`src/rtl/seletor_jogador_if.sv`:
```
// Signal bundle between the game FSM and the player-selection register.
interface seletor_jogador_if #(
  parameter int N_JOGADORES = 5
);
  localparam int W = $clog2(N_JOGADORES + 2);

  logic [N_JOGADORES:0]   botoes_jogadores;
  logic                   habilita;
  logic [N_JOGADORES-1:0] jogadores_vivos;
  logic                   permite_pular;
  logic                   limpa;
  logic [W-1:0]           jogador_escolhido;
  logic                   escolha_valida;
  logic                   escolha_invalida;
  logic                   ocupado;
  logic [1:0]             estado_dbg;

  // escolha_valida / escolha_invalida are single-cycle strobes with no back-pressure:
  // the consumer must sample them on the cycle they are high; jogador_escolhido is
  // already updated in that same cycle and holds until the next acceptance or limpa.
  modport master (
    output botoes_jogadores, habilita, jogadores_vivos, permite_pular, limpa,
    input  jogador_escolhido, escolha_valida, escolha_invalida, ocupado, estado_dbg
  );

  modport slave (
    input  botoes_jogadores, habilita, jogadores_vivos, permite_pular, limpa,
    output jogador_escolhido, escolha_valida, escolha_invalida, ocupado, estado_dbg
  );
endinterface

```
`src/rtl/seletor_jogador.sv`:
```
// Debounced player-selection register: one-hot button pattern -> held player index,
// with valid/invalid strobes and a mandatory full release between selections.
module seletor_jogador #(
  parameter int N_JOGADORES     = 5,
  parameter int DEBOUNCE_CICLOS = 4
) (
  input logic              clock,
  input logic              reset,
  seletor_jogador_if.slave bus
);
  localparam int W  = $clog2(N_JOGADORES + 2);
  localparam int CW = $clog2(DEBOUNCE_CICLOS + 1);
  localparam logic [W-1:0]         NENHUM = '1;
  localparam logic [N_JOGADORES:0] UM     = (N_JOGADORES + 1)'(1);

  typedef enum logic [1:0] {
    ESPERA  = 2'd0,
    FILTRO  = 2'd1,
    SOLTURA = 2'd2
  } estado_t;

  estado_t              estado_q;
  logic [N_JOGADORES:0] amostra_q;
  logic [CW-1:0]        cont_q;
  logic [CW-1:0]        cont_d;
  logic [W-1:0]         escolhido_q;
  logic                 valida_q;
  logic                 invalida_q;

  logic [N_JOGADORES:0] botoes;
  logic [W-1:0]         idx;
  logic                 unico;
  logic                 aceita;

  assign botoes = bus.botoes_jogadores;
  assign cont_d = cont_q + CW'(1);

  // The decision only fires while the live pattern equals amostra_q, so it can be
  // evaluated on the live buttons directly.
  always_comb begin
    idx = '0;
    for (int i = 0; i <= N_JOGADORES; i++) begin
      if (botoes[i]) idx = W'(i);
    end
    unico  = (botoes != '0) && ((botoes & (botoes - UM)) == '0);
    aceita = unico && (botoes[N_JOGADORES] ? bus.permite_pular
                                           : |(botoes[N_JOGADORES-1:0] & bus.jogadores_vivos));
  end

  always_ff @(posedge clock or negedge reset) begin
    if (!reset) begin
      estado_q    <= ESPERA;
      amostra_q   <= '0;
      cont_q      <= '0;
      escolhido_q <= NENHUM;
      valida_q    <= 1'b0;
      invalida_q  <= 1'b0;
    end else begin
      valida_q   <= 1'b0;
      invalida_q <= 1'b0;
      if (bus.limpa) begin
        escolhido_q <= NENHUM;
        estado_q    <= ESPERA;
        cont_q      <= '0;
      end else begin
        case (estado_q)
          ESPERA: begin
            if (bus.habilita && (botoes != '0)) begin
              amostra_q <= botoes;
              cont_q    <= CW'(1);
              if (DEBOUNCE_CICLOS == 1) begin
                if (aceita) begin
                  escolhido_q <= idx;
                  valida_q    <= 1'b1;
                end else begin
                  invalida_q  <= 1'b1;
                end
                estado_q <= SOLTURA;
              end else begin
                estado_q <= FILTRO;
              end
            end
          end
          FILTRO: begin
            if (!bus.habilita || (botoes != amostra_q)) begin
              estado_q <= ESPERA;
            end else begin
              cont_q <= cont_d;
              if (cont_d == CW'(DEBOUNCE_CICLOS)) begin
                if (aceita) begin
                  escolhido_q <= idx;
                  valida_q    <= 1'b1;
                end else begin
                  invalida_q  <= 1'b1;
                end
                estado_q <= SOLTURA;
              end
            end
          end
          SOLTURA: begin
            if (botoes == '0) estado_q <= ESPERA;
          end
          default: estado_q <= ESPERA;
        endcase
      end
    end
  end

  assign bus.jogador_escolhido = escolhido_q;
  assign bus.escolha_valida    = valida_q;
  assign bus.escolha_invalida  = invalida_q;
  assign bus.ocupado           = (estado_q == FILTRO) || (estado_q == SOLTURA);
  assign bus.estado_dbg        = estado_q;
endmodule

```
`src/flat_wrapper.sv`:
```
// flat-port wrapper written by rule: the top's interface ports become plain ports
module seletor_jogador_flat 
#(
  parameter int N_JOGADORES     = 5,
  parameter int DEBOUNCE_CICLOS = 4
)
  (clock, reset, bus_botoes_jogadores, bus_habilita, bus_jogadores_vivos, bus_permite_pular, bus_limpa, bus_jogador_escolhido, bus_escolha_valida, bus_escolha_invalida, bus_ocupado, bus_estado_dbg);
  seletor_jogador_if #(.N_JOGADORES(N_JOGADORES)) bus_i ();
  input logic clock;
  input logic reset;
  input wire logic [$bits(bus_i.botoes_jogadores)-1:0] bus_botoes_jogadores;
  input wire logic [$bits(bus_i.habilita)-1:0] bus_habilita;
  input wire logic [$bits(bus_i.jogadores_vivos)-1:0] bus_jogadores_vivos;
  input wire logic [$bits(bus_i.permite_pular)-1:0] bus_permite_pular;
  input wire logic [$bits(bus_i.limpa)-1:0] bus_limpa;
  output wire logic [$bits(bus_i.jogador_escolhido)-1:0] bus_jogador_escolhido;
  output wire logic [$bits(bus_i.escolha_valida)-1:0] bus_escolha_valida;
  output wire logic [$bits(bus_i.escolha_invalida)-1:0] bus_escolha_invalida;
  output wire logic [$bits(bus_i.ocupado)-1:0] bus_ocupado;
  output wire logic [$bits(bus_i.estado_dbg)-1:0] bus_estado_dbg;
  assign bus_i.botoes_jogadores = bus_botoes_jogadores;
  assign bus_i.habilita = bus_habilita;
  assign bus_i.jogadores_vivos = bus_jogadores_vivos;
  assign bus_i.permite_pular = bus_permite_pular;
  assign bus_i.limpa = bus_limpa;
  assign bus_jogador_escolhido = bus_i.jogador_escolhido;
  assign bus_escolha_valida = bus_i.escolha_valida;
  assign bus_escolha_invalida = bus_i.escolha_invalida;
  assign bus_ocupado = bus_i.ocupado;
  assign bus_estado_dbg = bus_i.estado_dbg;
  seletor_jogador #(.N_JOGADORES(N_JOGADORES), .DEBOUNCE_CICLOS(DEBOUNCE_CICLOS)) u_core (.clock(clock), .reset(reset), .bus(bus_i));
endmodule
```
`config.mk`:
```
export PLATFORM = sky130hd
export DESIGN_NAME = seletor_jogador_flat
export DESIGN_NICKNAME = d
export VERILOG_FILES = /design/src/rtl/seletor_jogador_if.sv /design/src/rtl/seletor_jogador.sv /design/src/flat_wrapper.sv
export SDC_FILE = /design/constraint.sdc
export NUM_CORES = 1
export LEC_CHECK = 0
export CAP_MARGIN = 20
export CORE_UTILIZATION = 45
export DETAILED_ROUTE_END_ITERATION = 10
export GPL_ROUTABILITY_DRIVEN = 0
export HOLD_SLACK_MARGIN = 0.02
export PLACE_DENSITY = 0.79
export SLEW_MARGIN = 20
export SYNTH_ARGS = -nofsm -noshare
export SYNTH_HDL_FRONTEND = slang
export SYNTH_SLANG_ARGS = --single-unit
```
`constraint.sdc`:
```
create_clock -name clock -period 1.95 [get_ports clock]
set_clock_uncertainty 0.1 [all_clocks]
set_input_delay 0.39 -clock clock [delete_from_list [all_inputs] [get_ports clock]]
set_output_delay 0.39 -clock clock [all_outputs]
set_load 0.01 [all_outputs]
```
==> results.yml <==
worst_setup_path:
  cp_slowest_cell: "or4_4"
  required_ns: 2.02
  end_kind: "flip-flop"
  path_cells: "clkdlybuf4s15_1 > or4_4 > o31ai_4 > or3b_4 > mux2_4"
  cp-start-kind: "input port"
  crit_type: "input port to flip-flop"
  cpPeakStageDelay_ns: 0.56
  crit_fanout: 6
  crit_arrival_ns: 1.98
global_routing:
  grt_pass1_vias: 1004
  grt-ovfl-total: 0
  grt_pass1_wl_microns: 4460
  antenna_found_initial: 0
  grt_max_degree: 17
  track_usage: 0.227
routing:
  drt.antenna.violating_nets: 0
  routed_via_density: 5.46
  drt-pass1-iter-count: 4
  wl_per_cell_microns: 14.6
  drcViolationCount: 0
  drt-total-wl_microns: 2670
  drt_iter0_drc: 25
  num_vias: 999
power_and_ir_drop:
  leakage_nw: 0.730
  sequentialPowerShare: 0.441
  switching_share: 0.313
  p_clk_frac: 0.201
  ir_drop_mv: 0.384
  comb_power_share: 0.358
  internal_power_w: 0.000618
  p_sw_w: 0.000281
  p_per_area_mw_per_mm2: 567
synth:
  syn_area_sq_mm: 0.00111
  syn_area_per_cell_sq_um: 9.99
  yosysUniqueCellTypes: 40
  synth_warnings: 0
  ys_seq_area_frac: 0.365
  ys_async_sr_fraction: 1.00
  ys_seq_elements: 16
  synth_ff_type: "dfrtp_1"
  syn_nets: 133
  synth_edf_count: 0
  netlist_instances: 111
clocking:
  hold_buffers: 0
  clk_pin_slew_ns: 0.09
  clk_latency_ns: 0.28
  root_buffer: "clkbuf_4"
  cts_inserted_buffers: 3
  clock_sinks: 16
  cts_tree: "yes"
  cts_htree_levels: 1
  clock_path_buffers: 2
sta:
  clock.fmax_mhz: 523
  hold_viol: 0
  fin_crit_ns: 1.91
  maxSlewViolCount: 0
  rsz0062_at_grt: "no"
  slew_headroom: 0.751
  setup_viol: 0
  setup_ws_ns: 0.0393
  timing.hold.ws_ns: 0.322
  period_share: 0.980
  tightestPinTransition_ns: 0.370
job:
  cap_viol_max_count: 0
layout:
  num_antenna_cells: 0
  areaGrowthSynthToFinish_pct: 42.9
  mostFrequentLayoutCells: "buf_4 (23), clkdlybuf4s50_1 (16), dfrtp_1 (13)"
  drive_gt1_frac: 0.342
  final_common_cell: "buf_4"
  fin_area_sq_mm: 0.00158
  fin_nets: 178
  final_util: 0.696
floorplan:
  die_w_microns: 51.6
  boundaryPins: 24
  core_sq_mm: 0.00228
  initial_core_util: 0.487
  die_y_microns: 51.6
  rows: 17
  die_area_sq_mm: 0.00267
place:
  port_buffers: 23
  detailed_place_hpwl_microns: 2030
  place_worst_setup_slack_ns: -0.519
  place_area_sq_mm: 0.00151
min_path:
  hp-class: "input port to async pin"
status:
  status: "finished, final reports clean"
cell families (layout without fill, tap and decap cells):
| group | Yosys count | count (layout) | share of synthesized area |
|---|---|---|---|
| AND/OR/NAND/NOR | 38 | 38 | 0.204 |
| AO/OA/AOI/OAI | 23 | 23 | 0.156 |
| flip-flops | 16 | 16 | 0.365 |
| buffers and inverters | 11 | 55 | 0.0564 |
| multiplexers | 9 | 9 | 0.0869 |
| adder cells (fa/ha/maj) | 7 | 7 | 0.0767 |
| XOR/XNOR | 7 | 7 | 0.0553 |
power by group through the flow:
stage                     Sequential [W]  Clock, W  Combinational (W)
after global placement          0.000403         0           0.000297
after detailed placement        0.000406         0           0.000308
after floorplan                 0.000399         0           0.000195
after CTS                       0.000397  0.000187           0.000319
final                           0.000396  0.000181           0.000322
after global routing            0.000402  0.000197           0.000349
synthesized netlist by cell type (2+ instances only):
| library cell | instances | area (sq um) |
|---|---|---|
| a21oi_1 | 8 | 40.0 |
| and2_1 | 2 | 12.5 |
| buf_2 | 2 | 10.0 |
| buf_6 | 2 | 22.5 |
| dfrtp_1 | 13 | 325 |
| dfstp_2 | 3 | 78.8 |
| ha_1 | 6 | 75.1 |
| inv_1 | 5 | 18.8 |
| mux2_2 | 5 | 56.3 |
| mux2i_1 | 4 | 40.0 |
| nand2_1 | 6 | 22.5 |
| nand2b_1 | 3 | 18.8 |
| nor2_1 | 8 | 30.0 |
| nor2b_1 | 2 | 12.5 |
| nor3_1 | 7 | 35.0 |
| o21ai_0 | 5 | 25.0 |
| xor2_1 | 7 | 61.3 |
registers in the layout, summed over array words and instances, names as in the netlist:
name and count:
u_core.amostra_q 6, u_core.bus.jogador_escolhido 3, u_core.cont_q 3, u_core.bus.estado_dbg 2, u_core.bus.escolha_invalida 1, u_core.bus.escolha_valida 1
cell type report:
class	count	area, sq um
Fill cell	158	692
Multi-Input combinational cell	84	703
Tap cell	28	35.0
Sequential cell	16	404
Clock buffer	4	26.3
Inverter	5	18.8
Timing Repair Buffer	46	397
per-layer routing:
layer	vias up	GRT usage	share of wire
li1	484	-	-
met1	476	0.294	0.46
met2	31	0.392	0.49
met3	8	0.0263	0.037
met4	0	0.0766	0.014
met5	-	0	0
worst paths after layout:
kind / endpoint / cells after the start / slack (ns) / from
worst max-delay path: u_core.amostra_q[5] / 5 / 0.04 / bus_botoes_jogadores[0]
worst min-delay path: u_core.cont_q[2] / 2 / 0.32 / reset
worst max register to register: u_core.bus.jogador_escolhido[1] / 7 / 0.14 / u_core.bus.estado_dbg[0]
worst min register to register: u_core.amostra_q[2] / 2 / 0.42 / u_core.amostra_q[2]
max in group asynchronous: u_core.bus.jogador_escolhido[2] / 2 / 1.18 / reset
min in group clock: u_core.amostra_q[2] / 2 / 0.42 / u_core.amostra_q[2]
critical path: cells and delay by family:
| family | cells | cell delay [ns] |
|---|---|---|
| AOI/OAI and AO/OA | 1 | 0.29 |
| buffers and inverters | 1 | 0.18 |
| muxes | 1 | 0.31 |
| and+or+nand+nor | 2 | 0.81 |
stage by stage:
stage	std cells	total power, W	TNS, ns
floorplan	111	0.000595	-0.646
finish	183	0.000899	0
global route	183	0.000947	0
global placement	175	0.000700	-6.71
detailed placement	175	0.000715	-7.27
CTS	183	0.000904	0
repair_timing:
item,in CTS,in global routing
hold endpoints to repair,0,0
gates resized for setup,12,5
buffers inserted,4,0
cloned,0,0
setup endpoints to repair,16,13
pin swaps,7,6
Note: power is estimated with default switching activity, not from simulation.
